<file path="src/rtl/rv32_wb_timer.sv">
`default_nettype none
// rv32_wb_timer: Wishbone-classic responder holding a 64-bit mtime/mtimecmp pair
// with a prescaled tick and a level compare interrupt.  Revision: 1.0
module rv32_wb_timer #(
   parameter int PRESCALE_DIV = 50
) (
   input  logic        clk_i,
   input  logic        rst_n_i,
   input  logic        wb_cyc_i,
   input  logic        wb_stb_i,
   input  logic        wb_we_i,
   input  logic [3:0]  wb_sel_i,
   input  logic [31:0] wb_adr_i,
   input  logic [31:0] wb_dat_i,
   output logic [31:0] wb_dat_o,
   output logic        wb_ack_o,
   output logic        timer_irq_o
);

   localparam logic [0:0]  S_IDLE     = 1'b0;
   localparam logic [0:0]  S_ACK      = 1'b1;
   localparam logic [15:0] PRE_LAST   = 16'(PRESCALE_DIV - 1);
   localparam logic [2:0]  A_MTIME_LO = 3'd0;
   localparam logic [2:0]  A_MTIME_HI = 3'd1;
   localparam logic [2:0]  A_CMP_LO   = 3'd2;
   localparam logic [2:0]  A_CMP_HI   = 3'd3;
   localparam logic [2:0]  A_CTRL     = 3'd4;
   localparam logic [2:0]  A_STATUS   = 3'd5;

   logic [0:0]  state_q, state_d;
   logic [63:0] mtime_q, mtime_d;
   logic [63:0] cmp_q, cmp_d;
   logic        en_q, en_d;
   logic        ie_q, ie_d;
   logic [15:0] pre_q, pre_d;
   logic [31:0] shadow_q, shadow_d;
   logic [31:0] dat_q, dat_d;
   logic        irq_q, irq_d;

   logic        accept, wr_en, rd_en, tick, stop, ge;
   logic [2:0]  addr;
   logic        unused_adr;

   assign unused_adr = ^{wb_adr_i[31:5], wb_adr_i[1:0]};

   function automatic logic [31:0] byte_merge(input logic [31:0] old_v,
                                              input logic [31:0] new_v,
                                              input logic [3:0]  sel);
      logic [31:0] r;
      r = old_v;
      for (int b = 0; b < 4; b++) begin
         if (sel[b]) r[8*b +: 8] = new_v[8*b +: 8];
      end
      return r;
   endfunction

   always_comb begin
      accept = wb_cyc_i & wb_stb_i & (state_q == S_IDLE);
      wr_en  = accept & wb_we_i;
      rd_en  = accept & ~wb_we_i;
      addr   = wb_adr_i[4:2];
      ge     = (mtime_q >= cmp_q);
      tick   = en_q & (pre_q == PRE_LAST);
      // A CTRL write that clears EN freezes counting at its own edge.
      stop   = wr_en & (addr == A_CTRL) & wb_sel_i[0] & ~wb_dat_i[0];

      state_d  = accept ? S_ACK : S_IDLE;
      en_d     = en_q;
      ie_d     = ie_q;
      cmp_d    = cmp_q;
      shadow_d = shadow_q;
      dat_d    = dat_q;
      irq_d    = ie_q & ge;

      if (!en_q || stop || tick) pre_d = '0;
      else                       pre_d = pre_q + 16'd1;

      mtime_d = mtime_q + {63'd0, tick & ~stop};

      if (wr_en) begin
         case (addr)
            A_MTIME_LO: mtime_d = {mtime_q[63:32], byte_merge(mtime_q[31:0], wb_dat_i, wb_sel_i)};
            A_MTIME_HI: mtime_d = {byte_merge(mtime_q[63:32], wb_dat_i, wb_sel_i), mtime_q[31:0]};
            A_CMP_LO:   cmp_d   = {cmp_q[63:32], byte_merge(cmp_q[31:0], wb_dat_i, wb_sel_i)};
            A_CMP_HI:   cmp_d   = {byte_merge(cmp_q[63:32], wb_dat_i, wb_sel_i), cmp_q[31:0]};
            A_CTRL: begin
               if (wb_sel_i[0]) begin
                  en_d = wb_dat_i[0];
                  ie_d = wb_dat_i[1];
               end
            end
            default: ;
         endcase
      end

      if (rd_en) begin
         case (addr)
            A_MTIME_LO: begin
               dat_d    = mtime_q[31:0];
               shadow_d = mtime_q[63:32];
            end
            A_MTIME_HI: dat_d = shadow_q;
            A_CMP_LO:   dat_d = cmp_q[31:0];
            A_CMP_HI:   dat_d = cmp_q[63:32];
            A_CTRL:     dat_d = {30'd0, ie_q, en_q};
            A_STATUS:   dat_d = {31'd0, ge};
            default:    dat_d = '0;
         endcase
      end
   end

   always_ff @(posedge clk_i or negedge rst_n_i) begin
      if (!rst_n_i) begin
         state_q  <= S_IDLE;
         mtime_q  <= '0;
         cmp_q    <= '1;
         en_q     <= 1'b0;
         ie_q     <= 1'b0;
         pre_q    <= '0;
         shadow_q <= '0;
         dat_q    <= '0;
         irq_q    <= 1'b0;
      end else begin
         state_q  <= state_d;
         mtime_q  <= mtime_d;
         cmp_q    <= cmp_d;
         en_q     <= en_d;
         ie_q     <= ie_d;
         pre_q    <= pre_d;
         shadow_q <= shadow_d;
         dat_q    <= dat_d;
         irq_q    <= irq_d;
      end
   end

   assign wb_ack_o    = (state_q == S_ACK);
   assign wb_dat_o    = dat_q;
   assign timer_irq_o = irq_q;

endmodule
`default_nettype wire

</file>
<file path="config.mk">
export PLATFORM = sky130hd
export DESIGN_NAME = rv32_wb_timer
export DESIGN_NICKNAME = d
export VERILOG_FILES = /design/src/rtl/rv32_wb_timer.sv
export SDC_FILE = /design/constraint.sdc
export NUM_CORES = 1
export LEC_CHECK = 0
export ABC_CLOCK_PERIOD_IN_PS = 6250
export BUFFER_PORTS_ARGS = -buffer_cell sky130_fd_sc_hd__buf_4
export CAP_MARGIN = 40
export CORE_ASPECT_RATIO = 2
export CORE_UTILIZATION = 35
export CTS_CLUSTER_SIZE = 14
export DETAILED_ROUTE_END_ITERATION = 16
export PLACE_DENSITY = 0.6
export SYNTH_ARGS = -nofsm -noshare
export SYNTH_HDL_FRONTEND = slang
export SYNTH_SLANG_ARGS = --single-unit
</file>
<file path="constraint.sdc">
create_clock -name clk_i -period 6.25 [get_ports clk_i]
set_input_delay 1.25 -clock clk_i [delete_from_list [all_inputs] [get_ports clk_i]]
set_output_delay 1.25 -clock clk_i [all_outputs]
set_load 0.01 [all_outputs]
</file>
==> results.sh, run 1 <==
export IMPL_outcome="finished clean"
export IMPL_worstSetupStartpointType="input pin"
export IMPL_ctsHtreeMaxLevel=1
export IMPL_place_gp_congestion=0.938
export IMPL_critPathKind="in2reg"
export IMPL_ant_nets=0
export IMPL_synth_edf_count=0
export IMPL_final_common_cell="nand2_1"
export IMPL_holdBufCountCts=0
export IMPL_fp_row_count=96
export IMPL_ir_drop_uv=180
export IMPL_synth_area_sq_mm=0.0123
export IMPL_nets=1539
export IMPL_rsz0062_at_grt="no"
export IMPL_io_pins=107
export IMPL_wire_per_inst_um=22.2
export IMPL_hold_viol=0
export IMPL_tns_ns=0
export IMPL_hp_class="reg2reg"
export IMPL_io_buffer_count=77
export IMPL_vias=10800
export IMPL_synth_top_area_frac=0.300
export IMPL_post_cts_resized=0
export IMPL_dpl_hpwl_mm=30.6
export IMPL_start_util=0.358
export IMPL_grt_max_degree=112
export IMPL_cts_tree="built"
export IMPL_worstSetupEndpointType="register"
export IMPL_clk_pin_slew_ns=0.07
export IMPL_synth_nets=1479
export IMPL_worstMarginPinSlew_ns=0.914
export IMPL_critPathRequiredTime_ns=6.66
export IMPL_drv_cap=0
export IMPL_final_cell_mix="nand2_1 (162), dfrtp_1 (148), o21ai_0 (134), nor2_1 (95), buf_4 (94)"
export IMPL_cts_sinks=212
export IMPL_path_max_fanout=7
export IMPL_clk_latency_ns=0.53
export IMPL_synth_main_ff_cell="dfrtp_1"
export IMPL_worst_path_most_repeated_cell="nor2_1"
export IMPL_p_per_area_mw_per_mm2=279
export IMPL_clockBufferDepth=3
export IMPL_drc_errors=0
export IMPL_netlist_top_cells_area="dfrtp_1 (30%), dfstp_2 (14%), ha_1 (6.9%)"
export IMPL_via_per_inst=5.84
export IMPL_fmax_mhz=232
export IMPL_design_core_area_sq_mm=0.0345
export IMPL_path_cells="buf_4, and3b_1, and2_1, nand4_1, nor2_1, nor2_1, ha_1, ha_1, nand3_1, nor3_2, nand4_2, or4_4, nor2_1, a21oi_1, a211o_1"
export IMPL_overflow=0
export IMPL_synth_warning_count=0
export IMPL_ys_types=68
export IMPL_grt_pass1_vias=10900
export IMPL_period_minus_slack_ns=4.30
export IMPL_max_stage_delay_ns=0.66
export IMPL_antenna_found_initial=0
export IMPL_num_antenna_cells=0
export IMPL_area_growth_pct=14.9
export IMPL_ys_async_sr_fraction=1.00
export IMPL_layout_drive_gt1_share=0.208
export IMPL_dieArea_sq_mm=0.0361
export IMPL_yosysTopAreaCell="dfrtp_1"
export IMPL_synth_area_per_cell_sq_um=9.22
export IMPL_crit_slowest_cell="or4_4"
export IMPL_ctsRootBufferMaster="clkbuf_16"
export IMPL_finalSetupViolations=0
export IMPL_drtIter0Drc=727
export IMPL_fin_crit_sh=0.688
export IMPL_wirelength_mm=41.2
export IMPL_syn_inst=1338
export IMPL_slew_viol_final=0
export IMPL_placed_area_sq_mm=0.0135
export IMPL_cts_buffers=21
export IMPL_ys_ff_latch=212
export IMPL_grt_util_all_layers=0.232
export IMPL_stdcell_area_sq_mm=0.0142
export IMPL_ys_seq_area_frac=0.436
export IMPL_p_leak_nw=5.95
export IMPL_die_x_um=135
export IMPL_grt_first_pass_wirelength_mm=63.2
export IMPL_cts_setup_buffers=0
export IMPL_worstPathArrival_ns=4.72
export IMPL_firstDrtPassIters=7
export IMPL_die_y_um=268
export IMPL_max_slew_margin=0.391
export IMPL_finalClockSkew_ns=0.0122
[synthesized netlist by cell type (all sizes together), types with 3 or more instances]
cell type / number
nand2: 162
dfrtp: 148
o21ai: 140
nor2: 95
inv: 83
mux2: 73
a21oi: 70
ha: 68
dfstp: 64
clkbuf: 61
nand3: 41
nor3: 33
a221oi: 32
a22o: 32
nand4: 27
and3: 18
nor4: 18
a22oi: 14
a21o: 13
a31oi: 13
and2: 12
o22ai: 12
xor2: 11
a32oi: 9
or3: 8
and4: 7
buf: 6
o21a: 6
or4: 6
xnor2: 6
a211oi: 5
nor3b: 5
nand2b: 4
o211ai: 3
o311ai: 3
[per-layer routing]
metal	part of all wire	global-route usage	vias to the layer above
met2	0.54	0.440	329
met5	0	0	-
li1	-	-	4984
met1	0.33	0.223	5356
met4	0.084	0.180	0
met3	0.037	0.0256	157
[kinds of logic (layout without fill, tap and decap cells)]
family,after synthesis,count (layout),share of synthesized area
fa+ha+maj,68,68,0.0690
flops,212,212,0.436
xor+xnor,17,17,0.0121
buf+inv,150,224,0.0461
simple gates,447,447,0.179
mux,74,74,0.0674
compound gates,370,370,0.190
[where the power goes]
group          leakage [nW]  total, mW  switching [mW]  internal, mW
Sequential             2.63       1.84           0.249          1.59
Clock                 0.334       1.28           0.565         0.719
Combinational          2.99      0.835           0.479         0.356
Total                  5.95       3.96            1.29          2.66
[cell type report]
class                      count  area (sq um)
inverter                      83           312
clock inverter                 6          55.1
timing repair buffer         104           856
multi-input combinational    976          6400
clock buffer                  31           613
sequential                   212          5390
fill                        3435         20300
tap                          441           552
[critical path, delay by kind of cell]
family / cells / cell delay, ns
adders and majority gates: 2 / 0.45
AOI/OAI and AO/OA: 2 / 0.37
and+or+nand+nor: 10 / 2.54
buffers and inverters: 1 / 0.11
[stage by stage]
step	std cells	hold WS [ns]	total power, mW	util	setup slack, ns
after floorplan	1338	0.450	2.29	-	2.23
after global placement	1805	0.469	2.66	0.388	1.48
after detailed placement	1816	0.474	2.69	0.392	1.44
after CTS	1853	0.489	3.99	0.411	1.98
after global routing	1853	0.507	4.16	0.411	1.75
final	1853	0.480	3.96	0.411	1.95
[flip-flops by register name, summed over array words and instances (netlist names)]
name         cells
wb_dat_o        32
ie_q             1
shadow_q        32
cmp_q           64
timer_irq_o      1
mtime_q         64
wb_ack_o         1
pre_q           16
en_q             1
[final timing paths]
kind	start	to	slack, ns	cells after the start
worst max-delay path	wb_stb_i	mtime_q[52]$_DFFE_PN0P_	1.95	15
worst min-delay path	wb_dat_o[28]$_DFFE_PN0P_	wb_dat_o[28]$_DFFE_PN0P_	0.48	2
worst max register to register	wb_ack_o$_DFF_PN0_	mtime_q[52]$_DFFE_PN0P_	2.43	14
min in group asynchronous	rst_n_i	pre_q[7]$_DFF_PN0_	0.77	1
worst min register to register	wb_dat_o[28]$_DFFE_PN0P_	wb_dat_o[28]$_DFFE_PN0P_	0.48	2
max in group asynchronous	rst_n_i	shadow_q[14]$_DFFE_PN0P_	4.39	2
No activity file was read; power rests on OpenSTA's default activity.
==> run 2, diff against run 1 <==
--- a/config.mk
+++ b/config.mk
@@ -5,14 +5,14 @@
 export SDC_FILE = /design/constraint.sdc
 export NUM_CORES = 1
 export LEC_CHECK = 0
-export ABC_CLOCK_PERIOD_IN_PS = 6250
+export ABC_CLOCK_PERIOD_IN_PS = 3600
 export BUFFER_PORTS_ARGS = -buffer_cell sky130_fd_sc_hd__buf_4
 export CAP_MARGIN = 40
 export CORE_ASPECT_RATIO = 2
 export CORE_UTILIZATION = 35
 export CTS_CLUSTER_SIZE = 14
 export DETAILED_ROUTE_END_ITERATION = 16
-export PLACE_DENSITY = 0.6
+export PLACE_DENSITY = 0.61
 export SYNTH_ARGS = -nofsm -noshare
 export SYNTH_HDL_FRONTEND = slang
 export SYNTH_SLANG_ARGS = --single-unit
==> constraint.sdc (replaced) <==
create_clock -name clk_i -period 3.6 [get_ports clk_i]
set_input_delay 0.72 -clock clk_i [delete_from_list [all_inputs] [get_ports clk_i]]
set_output_delay 0.72 -clock clk_i [all_outputs]
set_load 0.01 [all_outputs]
==> results.sh, run 2 (synthesis gave the netlist of run 1 again) <==
export IMPL_finalNonFillerCells=1905
export IMPL_drv_cap=0
export IMPL_fmax_mhz=299
export IMPL_num_antenna_cells=0
export IMPL_io_pins=107
export IMPL_grt_pass1_vias=11400
export IMPL_die_x_um=135
export IMPL_vias=11100
export IMPL_ctsHtreeMaxLevel=1
export IMPL_utilization=0.424
export IMPL_layout_drive_gt1_share=0.238
export IMPL_start_util=0.358
export IMPL_finalClockSkew_ns=0.0111
export IMPL_cts_setup_buffers=0
export IMPL_design_core_area_sq_mm=0.0345
export IMPL_via_per_inst=5.82
export IMPL_cts_sinks=212
export IMPL_clk_pin_slew_ns=0.07
export IMPL_antenna_found_initial=0
export IMPL_overflow=0
export IMPL_worstSetupStartpointType="register"
export IMPL_hp_class="in2async"
export IMPL_fp_row_count=96
export IMPL_finalSetupViolations=0
export IMPL_period_minus_slack_ns=3.34
export IMPL_ir_drop_uv=285
export IMPL_fin_crit_sh=0.929
export IMPL_ctsRootBufferMaster="clkbuf_16"
export IMPL_rsz0062_at_grt="no"
export IMPL_critPathKind="reg2reg"
export IMPL_drc_errors=0
export IMPL_path_cells="inv_1, ha_1, nor4b_1, nand4_1, nor2_1, ha_1, ha_1, nand3_1, nor3_2, nand4_2, or4_4, nor2_1, a21oi_1, a211o_1"
export IMPL_clockBufferDepth=3
export IMPL_outcome="finished clean"
export IMPL_worstPathArrival_ns=3.76
export IMPL_cts_buffers=21
export IMPL_p_leak_nw=6.23
export IMPL_p_per_area_mw_per_mm2=489
export IMPL_place_gp_congestion=0.926
export IMPL_holdBufCountCts=0
export IMPL_max_stage_delay_ns=0.61
export IMPL_grt_max_degree=95
export IMPL_slew_viol_final=0
export IMPL_post_cts_resized=0
export IMPL_wirelength_mm=42.7
export IMPL_top_regs="cmp_q (64), mtime_q (64)"
export IMPL_die_y_um=268
export IMPL_dieArea_sq_mm=0.0361
export IMPL_area_growth_pct=18.4
export IMPL_hold_viol=0
export IMPL_firstDrtPassIters=5
export IMPL_stdcell_area_sq_mm=0.0146
export IMPL_ant_nets=0
export IMPL_worstSetupEndpointType="register"
export IMPL_max_slew_margin=0.381
export IMPL_dp_cells=1867
export IMPL_wire_per_inst_um=22.4
export IMPL_grt_util_all_layers=0.242
export IMPL_dpl_hpwl_mm=32.4
export IMPL_worstMarginPinSlew_ns=0.919
export IMPL_final_common_cell="nand2_1"
export IMPL_cts_tree="built"
export IMPL_path_max_fanout=4
export IMPL_critPathRequiredTime_ns=4.02
export IMPL_io_buffer_count=77
export IMPL_grt_first_pass_wirelength_mm=65.5
export IMPL_crit_slowest_cell="or4_4"
export IMPL_clk_latency_ns=0.53
export IMPL_worst_path_most_repeated_cell="ha_1"
export IMPL_nets=1590
export IMPL_placed_area_sq_mm=0.0139
export IMPL_final_cell_mix="nand2_1 (162), buf_4 (151), dfrtp_1 (148), o21ai_0 (134), nor2_1 (95)"
export IMPL_drtIter0Drc=614
==> run 2: cell types whose count changed in the layout (fill, tap and decap cells not counted), moves of 2 or more <==
cell       previous run  this run
nor4_2                1         3
bufinv_16             1         4
clkbuf_8              5         3
buf_4                94       151
buf_2                 2         0
buf_16                2         0
nor4_1               15        13
==> run 2: power by group <==
group	total, mW	internal (mW)	switching (mW)
Clock	2.44	1.43	1.02
Combinational	1.55	0.655	0.894
Sequential	3.15	2.76	0.390
==> run 2: worst max-delay path: cells and delay by family (launching register included) <==
| kind | cells | cell delay, ns |
|---|---|---|
| buffers and inverters | 1 | 0.07 |
| adders and majority gates | 3 | 0.53 |
| DFF | 1 | 0.41 |
| and+or+nand+nor | 8 | 1.84 |
| AOI/OAI and AO/OA | 2 | 0.36 |
==> run 2: metal layers <==
metal  wire [um]  track usage  vias up
met2       23600        0.464      344
met4        3190        0.174        0
li1            -            -     5093
met1       14500        0.235     5504
met5           0            0        -
met3        1490       0.0246      155
==> run 2: path summary, 6_finish.rpt <==
check                                          from                        to  slack, ns  depth (start not counted)
max                              pre_q[1]$_DFF_PN0_   mtime_q[52]$_DFFE_PN0P_       0.26                         14
min                                         rst_n_i        pre_q[5]$_DFF_PN0_       0.18                          1
max reg2reg                      pre_q[1]$_DFF_PN0_   mtime_q[52]$_DFFE_PN0P_       0.26                         14
min reg2reg                wb_dat_o[25]$_DFFE_PN0P_  wb_dat_o[25]$_DFFE_PN0P_       0.48                          2
max in group asynchronous                   rst_n_i     cmp_q[61]$_DFFE_PN1P_       2.39                          2
min in group clk_i                      wb_dat_i[7]      cmp_q[7]$_DFFE_PN1P_       0.44                          3
==> run 2: final cells by class <==
cell class	instances	area [sq um]
Timing Repair Buffer	155	1210
Inverter	83	312
Clock buffer	28	582
Multi-Input combinational cell	976	6420
Clock inverter	10	156
Fill cell	3445	19900
Sequential cell	212	5390
Tap cell	441	552
==> run 2: stage by stage <==
stage / hold WS [ns] / setup slack (ns) / total power, mW / setup TNS, ns
6_report: 0.184 / 0.257 / 7.14 / 0
5_1_grt: 0.262 / 0.0143 / 7.48 / 0
4_1_cts: 0.246 / 0.187 / 7.18 / 0
3_5_place_dp: 0.474 / -0.103 / 4.73 / -0.212
3_3_place_gp: 0.468 / -0.0730 / 4.68 / -0.169
2_1_floorplan: 0.424 / 0.112 / 3.97 / 0
